**config.mk**
```make
export PLATFORM = sky130hd
export DESIGN_NAME = multicycle_controller
export DESIGN_NICKNAME = d
export VERILOG_FILES = /design/src/rtl/multicycle_controller.sv
export SDC_FILE = /design/constraint.sdc
export NUM_CORES = 1
export LEC_CHECK = 0
export ABC_AREA = 0
export CAP_MARGIN = 20
export CORE_MARGIN = 2
export CORE_UTILIZATION = 42
export DETAILED_ROUTE_END_ITERATION = 16
export PLACE_DENSITY = 0.81
export REMOVE_ABC_BUFFERS = 1
export SETUP_SLACK_MARGIN = 0.5
export SLEW_MARGIN = 20
export SYNTH_ARGS = -nofsm -noshare
export SYNTH_HDL_FRONTEND = slang
export SYNTH_SLANG_ARGS = --single-unit
```
**constraint.sdc**
```tcl
create_clock -name clk -period 2.8 [get_ports clk]
set_input_delay 0.7 -clock clk [delete_from_list [all_inputs] [get_ports clk]]
set_output_delay 0.7 -clock clk [all_outputs]
set_load 0.1 [all_outputs]
```
**src/rtl/multicycle_controller.sv**
```systemverilog
// Multicycle control FSM: sequences FETCH/DECODE/EXEC/MEM/WB for a single-ALU
// datapath; ports: clk, rst_n, op, funct, zero, mem_ready -> ALU/mux/strobe controls, state.
module multicycle_controller #(
  parameter logic [3:0] NOR_CODE = 4'b1100
) (
  input  logic       clk,
  input  logic       rst_n,
  input  logic [5:0] op,
  input  logic [5:0] funct,
  input  logic       zero,
  input  logic       mem_ready,
  output logic [3:0] alu_control,
  output logic       alu_src_a,
  output logic [1:0] alu_src_b,
  output logic [1:0] pc_src,
  output logic       pc_en,
  output logic       iord,
  output logic       mem_read,
  output logic       mem_write,
  output logic       ir_write,
  output logic       reg_write,
  output logic       reg_dst,
  output logic       mem_to_reg,
  output logic       illegal_op,
  output logic [3:0] state
);

  typedef enum logic [3:0] {
    FETCH  = 4'd0,  DECODE = 4'd1,  MEMADR = 4'd2,
    MEMRD  = 4'd3,  MEMWB  = 4'd4,  MEMWR  = 4'd5,
    EXEC   = 4'd6,  ALUWB  = 4'd7,  BRANCH = 4'd8,
    ADDIEX = 4'd9,  ADDIWB = 4'd10, JUMP   = 4'd11
  } state_e;

  localparam logic [3:0] ALU_ADD = 4'b0010;

  state_e state_q, state_d;
  logic   is_sw_q, is_sw_d;
  logic   funct_ok;

  always_comb begin
    funct_ok = 1'b0;
    unique case (funct)
      6'b100000, 6'b100010, 6'b100100,
      6'b100101, 6'b101010, 6'b100111: funct_ok = 1'b1;
      default: funct_ok = 1'b0;
    endcase
  end

  always_ff @(posedge clk or negedge rst_n) begin
    if (!rst_n) begin
      state_q <= FETCH;
      is_sw_q <= 1'b0;
    end else begin
      state_q <= state_d;
      is_sw_q <= is_sw_d;
    end
  end

  // lw/sw choice is captured in DECODE so MEMADR need not re-read op
  always_comb begin
    state_d = FETCH;
    is_sw_d = is_sw_q;
    unique case (state_q)
      FETCH:  state_d = mem_ready ? DECODE : FETCH;
      DECODE: begin
        is_sw_d = (op == 6'b101011);
        unique case (op)
          6'b000000: state_d = funct_ok ? EXEC : FETCH;
          6'b100011,
          6'b101011: state_d = MEMADR;
          6'b000100: state_d = BRANCH;
          6'b001000: state_d = ADDIEX;
          6'b000010: state_d = JUMP;
          default:   state_d = FETCH;
        endcase
      end
      MEMADR: state_d = is_sw_q ? MEMWR : MEMRD;
      MEMRD:  state_d = mem_ready ? MEMWB : MEMRD;
      MEMWR:  state_d = mem_ready ? FETCH : MEMWR;
      EXEC:   state_d = ALUWB;
      ADDIEX: state_d = ADDIWB;
      default: state_d = FETCH;
    endcase
  end

  always_comb begin
    alu_control = ALU_ADD;
    alu_src_a   = 1'b0;
    alu_src_b   = 2'b00;
    pc_src      = 2'b00;
    pc_en       = 1'b0;
    iord        = 1'b0;
    mem_read    = 1'b0;
    mem_write   = 1'b0;
    ir_write    = 1'b0;
    reg_write   = 1'b0;
    reg_dst     = 1'b0;
    mem_to_reg  = 1'b0;
    illegal_op  = 1'b0;
    unique case (state_q)
      FETCH: begin
        mem_read  = 1'b1;
        alu_src_b = 2'b01;
        ir_write  = mem_ready;
        pc_en     = mem_ready;
      end
      DECODE: begin
        alu_src_b = 2'b11;
        unique case (op)
          6'b000000: illegal_op = !funct_ok;
          6'b100011, 6'b101011, 6'b000100,
          6'b001000, 6'b000010: illegal_op = 1'b0;
          default: illegal_op = 1'b1;
        endcase
      end
      MEMADR: begin
        alu_src_a = 1'b1;
        alu_src_b = 2'b10;
      end
      MEMRD: begin
        mem_read = 1'b1;
        iord     = 1'b1;
      end
      MEMWB: begin
        reg_write  = 1'b1;
        mem_to_reg = 1'b1;
      end
      MEMWR: begin
        mem_write = 1'b1;
        iord      = 1'b1;
      end
      EXEC: begin
        alu_src_a = 1'b1;
        unique case (funct)
          6'b100010: alu_control = 4'b0110;
          6'b100100: alu_control = 4'b0000;
          6'b100101: alu_control = 4'b0001;
          6'b101010: alu_control = 4'b0111;
          6'b100111: alu_control = NOR_CODE;
          default:   alu_control = ALU_ADD;
        endcase
      end
      ALUWB: begin
        reg_write = 1'b1;
        reg_dst   = 1'b1;
      end
      BRANCH: begin
        alu_src_a   = 1'b1;
        alu_control = 4'b0110;
        pc_src      = 2'b01;
        pc_en       = zero;
      end
      ADDIEX: begin
        alu_src_a = 1'b1;
        alu_src_b = 2'b10;
      end
      ADDIWB: reg_write = 1'b1;
      JUMP: begin
        pc_src = 2'b10;
        pc_en  = 1'b1;
      end
      default: ;
    endcase
    // state already reads FETCH during reset; keep its strobes quiet too
    if (!rst_n) begin
      pc_en      = 1'b0;
      ir_write   = 1'b0;
      mem_read   = 1'b0;
      mem_write  = 1'b0;
      reg_write  = 1'b0;
      illegal_op = 1'b0;
    end
  end

  assign state = state_q;

endmodule

```
==> results of run 1 <==
[through the flow]
| stage | std cells | utilization | hold slack, ns | TNS, ns |
|---|---|---|---|---|
| 3_5_place_dp | 165 | 0.796 | 0.523 | -0.593 |
| 3_3_place_gp | 165 | 0.796 | 0.494 | -0.355 |
| 2_1_floorplan | 95 | - | 0.404 | -17.95 |
[cell usage after synthesis, drive strengths merged, types with 2 or more instances]
cell	number
nor2	11
nor3	10
nand2b	8
o21ai	7
buf	6
a21oi	5
dfrtp	5
a31oi	4
inv	4
nand2	4
nor2b	3
nor4b	3
a211oi	2
a21boi	2
and3	2
and4	2
mux2	2
nand3	2
o21a	2
xor2	2
[logic make-up after synthesis]
group / synth area share
xor+xnor: 0.0354
compound gates: 0.274
mux: 0.0438
buf+inv: 0.0774
flops: 0.168
simple gates: 0.401
==> results.yml, run 1 <==
place:
  place_area_um2: 1350
  place_ws_ns: -0.229
  place.gp.congestion: 0.844
  dpl.hpwl_um: 2110
  io_buffers: 37
run_status:
  haltStage: "clock tree synthesis"
  outcome: "did not finish"
  stop_error: "[ERROR DPL-0033] detailed placement checks failed during check placement."
floorplan:
  start_util: 0.440
  rows: 15
  die_h_um: 46.1
  die_w_um: 46.1
  io_pins: 38
logic_synthesis:
  synth_edf_count: 0
  ys_warn_count: 0
  synth.cell_area_um2: 743
  synth_area_per_cell_um2: 7.29
  ys_types: 41
  yosysSeqAreaShare: 0.168
  async_flop_share: 1.00
  synth.top_cell.area_share: 0.168
  yosysTopAreaCell: "dfrtp_1"
  syn_inst: 102
  ys_top_cells_by_area: "dfrtp_1 (17%), nand2b_1 (6.7%), nor3_1 (6.1%)"
  ys.flop_type: "dfrtp_1"
  ys_seq_elements: 5
clock_network:
  ctsHtreeMaxLevel: 1
  cts-buffers-inserted: 3
  postCtsHoldBufs: 0
  cts-root-buf: "clkbuf_4"
  clockBufferDepth: 2
  cts_setup_buffers: 22
  cts.sinks: 5
  ctsResizeCount: 88
==> inputs of run 2 (changes only) <==
CORE_AREA = 2 2 63 65   (was default)
CORE_MARGIN = default   (was 2)
CORE_UTILIZATION = default   (was 42)
DIE_AREA = 0 0 65 67   (was default)
PLACE_DENSITY = default   (was 0.81)
PLACE_DENSITY_LB_ADDON = 0.15   (was default)
SETUP_SLACK_MARGIN = default   (was 0.5)
==> run 2 against run 1 <==
  * The run now ends clean
  * Synthesized cell count did not move
  * Area after synthesis did not move
==> results.yml, run 2 <==
run_status:
  outcome: "completed"
hold_path:
  hold_class: "reg2reg"
floorplan:
  core-area_um2: 3610
  io_pins: 38
  rows: 22
  die_h_um: 67
  die_area_um2: 4360
  die_w_um: 65
  start_util: 0.206
setup_path:
  crit_type: "in2out"
  arrival_ns: 2.06
  required_ns: 2.10
  critical_path.startpoint: "funct[3]"
  reg2reg_to: "state[1]"
  start_kind: "primary input"
  reg2reg_depth: 4
  r2r_setup_slack_ns: 1.44
  crit_path_end: "illegal_op"
  r2r-start: "state[1]"
  critPathCaptureType: "output pin"
  path_max_fanout: 5
logic_synthesis:
  ys_top_cells_by_area: "dfrtp_1 (17%), nand2b_1 (6.7%), nor3_1 (6.1%)"
  ys_types: 41
  ys.flop_type: "dfrtp_1"
  synth.cell_area_um2: 743
  synth.top_cell.area_share: 0.168
  netlist_top_cells_count: "nor2_1 (11), nor3_1 (9), nand2b_1 (8)"
  ys_warn_count: 0
  ys_seq_elements: 5
  synth_edf_count: 0
  yosysMostFrequentCell: "nor2_1"
  yosysSeqAreaShare: 0.168
  syn_inst: 102
  synth_area_per_cell_um2: 7.29
  async_flop_share: 1.00
  yosysTopAreaCell: "dfrtp_1"
power_and_ir_drop:
  vdd_drop_max_v: 0.000245
  p_per_area_nw_per_um2: 836
  leakage_nw: 0.592
  p_total_mw: 1.23
timing:
  fin_skew_ns: 0.00342
  min_period_ns: 2.76
  max_freq_ghz: 0.362
  fin_crit_sh: 0.986
  finalHoldViolations: 0
  finalSetupViolCount: 0
  worstMarginPinSlew_ns: 0.373
  slew_violations: 0
  timing.hold.ws_ns: 0.511
  slew_headroom: 0.751
clock_network:
  cts-buffers-inserted: 3
  cts_tree: "done"
  cts-root-buf: "clkbuf_8"
  postCtsHoldBufs: 0
  clkSlewWorstSetupHoldPaths_ns: 0.04
  ctsHtreeMaxLevel: 1
  clkLatencyLatePin_ns: 0.22
  cts.sinks: 5
  clockBufferDepth: 2
detailed_routing:
  num_vias: 927
  dr.pass1.iters: 4
  initialDrtViolationCount: 37
  vias_per_cell: 4.61
  drtAntennaViolNets: 0
  routed_wirelength_um: 2510
  wl_per_cell_um: 12.5
  drc_errors: 0
cells_and_area:
  multi_input_area_um2: 606
  final_common_cell: "buf_4"
  fin_nets: 170
  finalNonFillerCells: 201
  num_antenna_cells: 0
  fillCellCount: 381
  fin_util: 0.409
  layout.area.seq_um2: 125
  largest_reg_flops: 4
  layout_common_cells: "buf_4 (22), buf_12 (16), nor2_1 (11)"
  drive_gt1_frac: 0.392
  area_growth_pct: 98.5
global_routing:
  first_global_vias: 869
  grt_start_max_net_pins: 20
  grt_pass1_wl_um: 4130
  grt_overflow: 0
  antenna_found_initial: 0
  grtUsageTotal: 0.122
place:
  place.gp.congestion: 0.781
  io_buffers: 37
  dpl.hpwl_um: 1940
  dpl.cell_count: 196
job:
  max-cap-violations: 0
==> run 2: cell counts after synthesis <==
Identical to the previous run, type by type.
==> run 2: what timing repair did <==
item	4_1_cts	5_1_grt
hold endpoints to repair	0	0
buffers inserted	1	0
pin swaps	5	5
endpoints found under the setup margin	5	2
resized for setup	14	12
==> run 2: worst min-delay path by stage <==
| stage | slack [ns] | cells past startpoint | startpoint | endpoint |
|---|---|---|---|---|
| after CTS | 0.52 | 2 | is_sw_q | is_sw_q |
| after global placement | 0.52 | 2 | is_sw_q | is_sw_q |
| after floorplan | 0.40 | 0 | rst_n | is_sw_q |
| after detailed placement | 0.51 | 2 | is_sw_q | is_sw_q |
| after global routing | 0.58 | 2 | is_sw_q | is_sw_q |
| final | 0.51 | 2 | is_sw_q | is_sw_q |
==> run 2: where the power goes <==
| group | switching (mW) | internal [mW] |
|---|---|---|
| sequential | 0.00754 | 0.0888 |
| clock | 0.0360 | 0.0978 |
| combinational | 0.689 | 0.314 |
==> run 2: per-stage QoR <==
step	setup TNS (ns)	setup WS (ns)	area, µm²
after global routing	-0.00617	-0.00617	1480
after detailed placement	-0.537	-0.255	1400
final	0	0.0389	1480
after floorplan	-17.95	-2.31	701
after global placement	-0.468	-0.184	1400
after CTS	-0.0513	-0.0513	1470
==> run 2: cell type report <==
class                           count  share of cell area
Clock buffer                        4              0.0305
Inverter                            4              0.0102
Multi-Input combinational cell     86               0.411
Sequential cell                     5              0.0848
Tap cell                           48              0.0407
Timing Repair Buffer               54               0.423
==> run 2: layer usage <==
| metal | share of wire | wire length (µm) | GRT usage |
|---|---|---|---|
| met5 | 0 | 0 | 0 |
| met4 | 0.0064 | 16 | 0.0399 |
| met3 | 0.068 | 171 | 0.0236 |
| met2 | 0.47 | 1190 | 0.200 |
| met1 | 0.45 | 1130 | 0.159 |
==> run 2: cells by family (layout without fill, tap and decap cells) <==
kind of cell | after synthesis | in the layout | synth area share
compound gates | 29 | 29 | 0.274
xor+xnor | 3 | 3 | 0.0354
buf+inv | 11 | 62 | 0.0774
flops | 5 | 5 | 0.168
mux | 3 | 3 | 0.0438
simple gates | 51 | 51 | 0.401
==> run 2: worst max-delay path, cell delays in order <==
cell and delay, ns:
clkdlybuf4s50_1 0.54, a21boi_2 0.18, nand2_1 0.08, o311a_1 0.38
buf_12 0.18
Power figures use the tool's default switching activity.
==> inputs of run 3 (changes only) <==
SKIP_CTS_REPAIR_TIMING = 1   (was default)
==> run 3 against run 2 <==
  * The flow now finishes with violations (negative setup slack)
  * Via count rose by 0.43%
  * Critical endpoint unchanged
  * First-iteration DRC count rose by 32%
  * Critical path type unchanged
  * Maximum frequency fell by 2.8%
==> results.yml, run 3 (synthesis results as in run 2) <==
power_and_ir_drop:
  swShare: 0.593
  p_clk_frac: 0.108
  comb_power_share: 0.814
  p_seq_frac: 0.078
  p_int_mw: 0.503
  vdd_drop_max_v: 0.000245
  p_per_area_nw_per_um2: 817
  netSwitchingPower_mw: 0.732
  leakage_nw: 0.654
place:
  place.gp.congestion: 0.781
  dpl.hpwl_um: 1940
  dpl.cell_count: 196
  io_buffers: 37
timing:
  finalHoldViolations: 0
  fin_crit_sh: 1.01
  finalSetupViolCount: 1
  timing.hold.ws_ns: 0.511
  fin_skew_ns: 0.00344
  slew_violations: 0
  min_period_ns: 2.84
  worstMarginPinSlew_ns: 0.373
  slew_headroom: 0.751
  max_freq_ghz: 0.352
  setup_slack_ns: -0.0411
  rsz0062_at_grt: "true"
clock_network:
  ctsHtreeMaxLevel: 1
  cts.sinks: 5
  cts_tree: "done"
  clockBufferDepth: 2
  cts-root-buf: "clkbuf_8"
  cts-buffers-inserted: 3
  clkLatencyLatePin_ns: 0.22
  clkSlewWorstSetupHoldPaths_ns: 0.04
detailed_routing:
  wl_per_cell_um: 12.8
  initialDrtViolationCount: 49
  vias_per_cell: 4.63
  drtAntennaViolNets: 0
  routed_wirelength_um: 2580
  drc_errors: 0
  dr.pass1.iters: 4
  num_vias: 931
cells_and_area:
  multi_input_area_um2: 601
  fillCellCount: 373
  layout_common_cells: "buf_4 (23), buf_12 (16), nor2_1 (11)"
  fin_nets: 170
  fin_util: 0.419
  final_common_cell: "buf_4"
  largest_reg_flops: 4
  layout.area.seq_um2: 125
  drive_gt1_frac: 0.366
  finalNonFillerCells: 201
  area_growth_pct: 103
  num_antenna_cells: 0
floorplan:
  io_pins: 38
  die_w_um: 65
  die_h_um: 67
  core-area_um2: 3610
  die_area_um2: 4360
  rows: 22
  start_util: 0.206
global_routing:
  grt_pass1_wl_um: 4110
  grtUsageTotal: 0.122
  first_global_vias: 858
  grt_start_max_net_pins: 20
  grt_overflow: 0
  antenna_found_initial: 0
setup_path:
  slowest_delay_ns: 0.41
  slowest_stage: "clkdlybuf4s50_1"
  crit_type: "in2out"
  path_cells: "clkdlybuf4s50_1, nor2b_2, a211oi_4, nand2_1, o311a_1, buf_12"
  path_max_fanout: 2
  arrival_ns: 2.14
  critPathTopFamily: "buffers and inverters"
  critical_path_buf_inv_count: 2
  critPathCaptureType: "output pin"
  start_kind: "primary input"
  required_ns: 2.10
run_status:
  outcome: "finished with violations"
  violations: "negative setup slack"
job:
  max-cap-violations: 0
hold_path:
  hold_class: "reg2reg"
## run 3: worst paths after layout
kind / start / end / slack [ns] / depth (start not counted)
setup / recovery: funct[1] / illegal_op / -0.04 / 6
hold / removal: is_sw_q / is_sw_q / 0.51 / 2
setup reg to reg: state[1] / state[1] / 1.45 / 4
hold reg to reg: is_sw_q / is_sw_q / 0.51 / 2
max in group asynchronous: rst_n / state[1] / 1.74 / 2
min in group asynchronous: rst_n / is_sw_q / 0.95 / 2
## run 3: tightest hold or removal path, stage by stage (launching register included)
cell and delay (ns):
dfrtp_1 0.36, nand2_1 0.05, o21ai_0 0.06
## run 3: metrics by stage
stage / worst slack [ns] / TNS [ns] / area [µm²] / power (mW)
2_1_floorplan: -2.31 / -17.95 / 701 / 0.758
3_3_place_gp: -0.184 / -0.468 / 1400 / 1.10
3_5_place_dp: -0.255 / -0.537 / 1400 / 1.10
4_1_cts: -0.258 / -0.551 / 1440 / 1.24
5_1_grt: -0.0802 / -0.0819 / 1510 / 1.30
6_report: -0.0411 / -0.0411 / 1510 / 1.24
## run 3: power by group through the flow
stage | Combinational (mW) | Clock, mW | Sequential, mW
6_report | 1.01 | 0.134 | 0.0963
5_1_grt | 1.05 | 0.144 | 0.0995
3_5_place_dp | 1.00 | 0 | 0.0976
4_1_cts | 1.01 | 0.136 | 0.0968
2_1_floorplan | 0.509 | 0 | 0.249
3_3_place_gp | 1.00 | 0 | 0.0967
## run 3: final cells by class
| class | instances | area share |
|---|---|---|
| Inverter | 4 | 0.00993 |
| Multi-Input combinational cell | 86 | 0.397 |
| Sequential cell | 5 | 0.0828 |
| Timing Repair Buffer | 54 | 0.440 |
| Clock buffer | 4 | 0.0298 |
| Tap cell | 48 | 0.0397 |
## run 3: layer usage
| layer | vias up | wire length, µm | global-route usage |
|---|---|---|---|
| met5 | - | 0 | 0 |
| met4 | 0 | 16 | 0.0399 |
| met3 | 2 | 166 | 0.0236 |
| met2 | 32 | 1210 | 0.204 |
| met1 | 420 | 1180 | 0.156 |
| li1 | 477 | - | - |
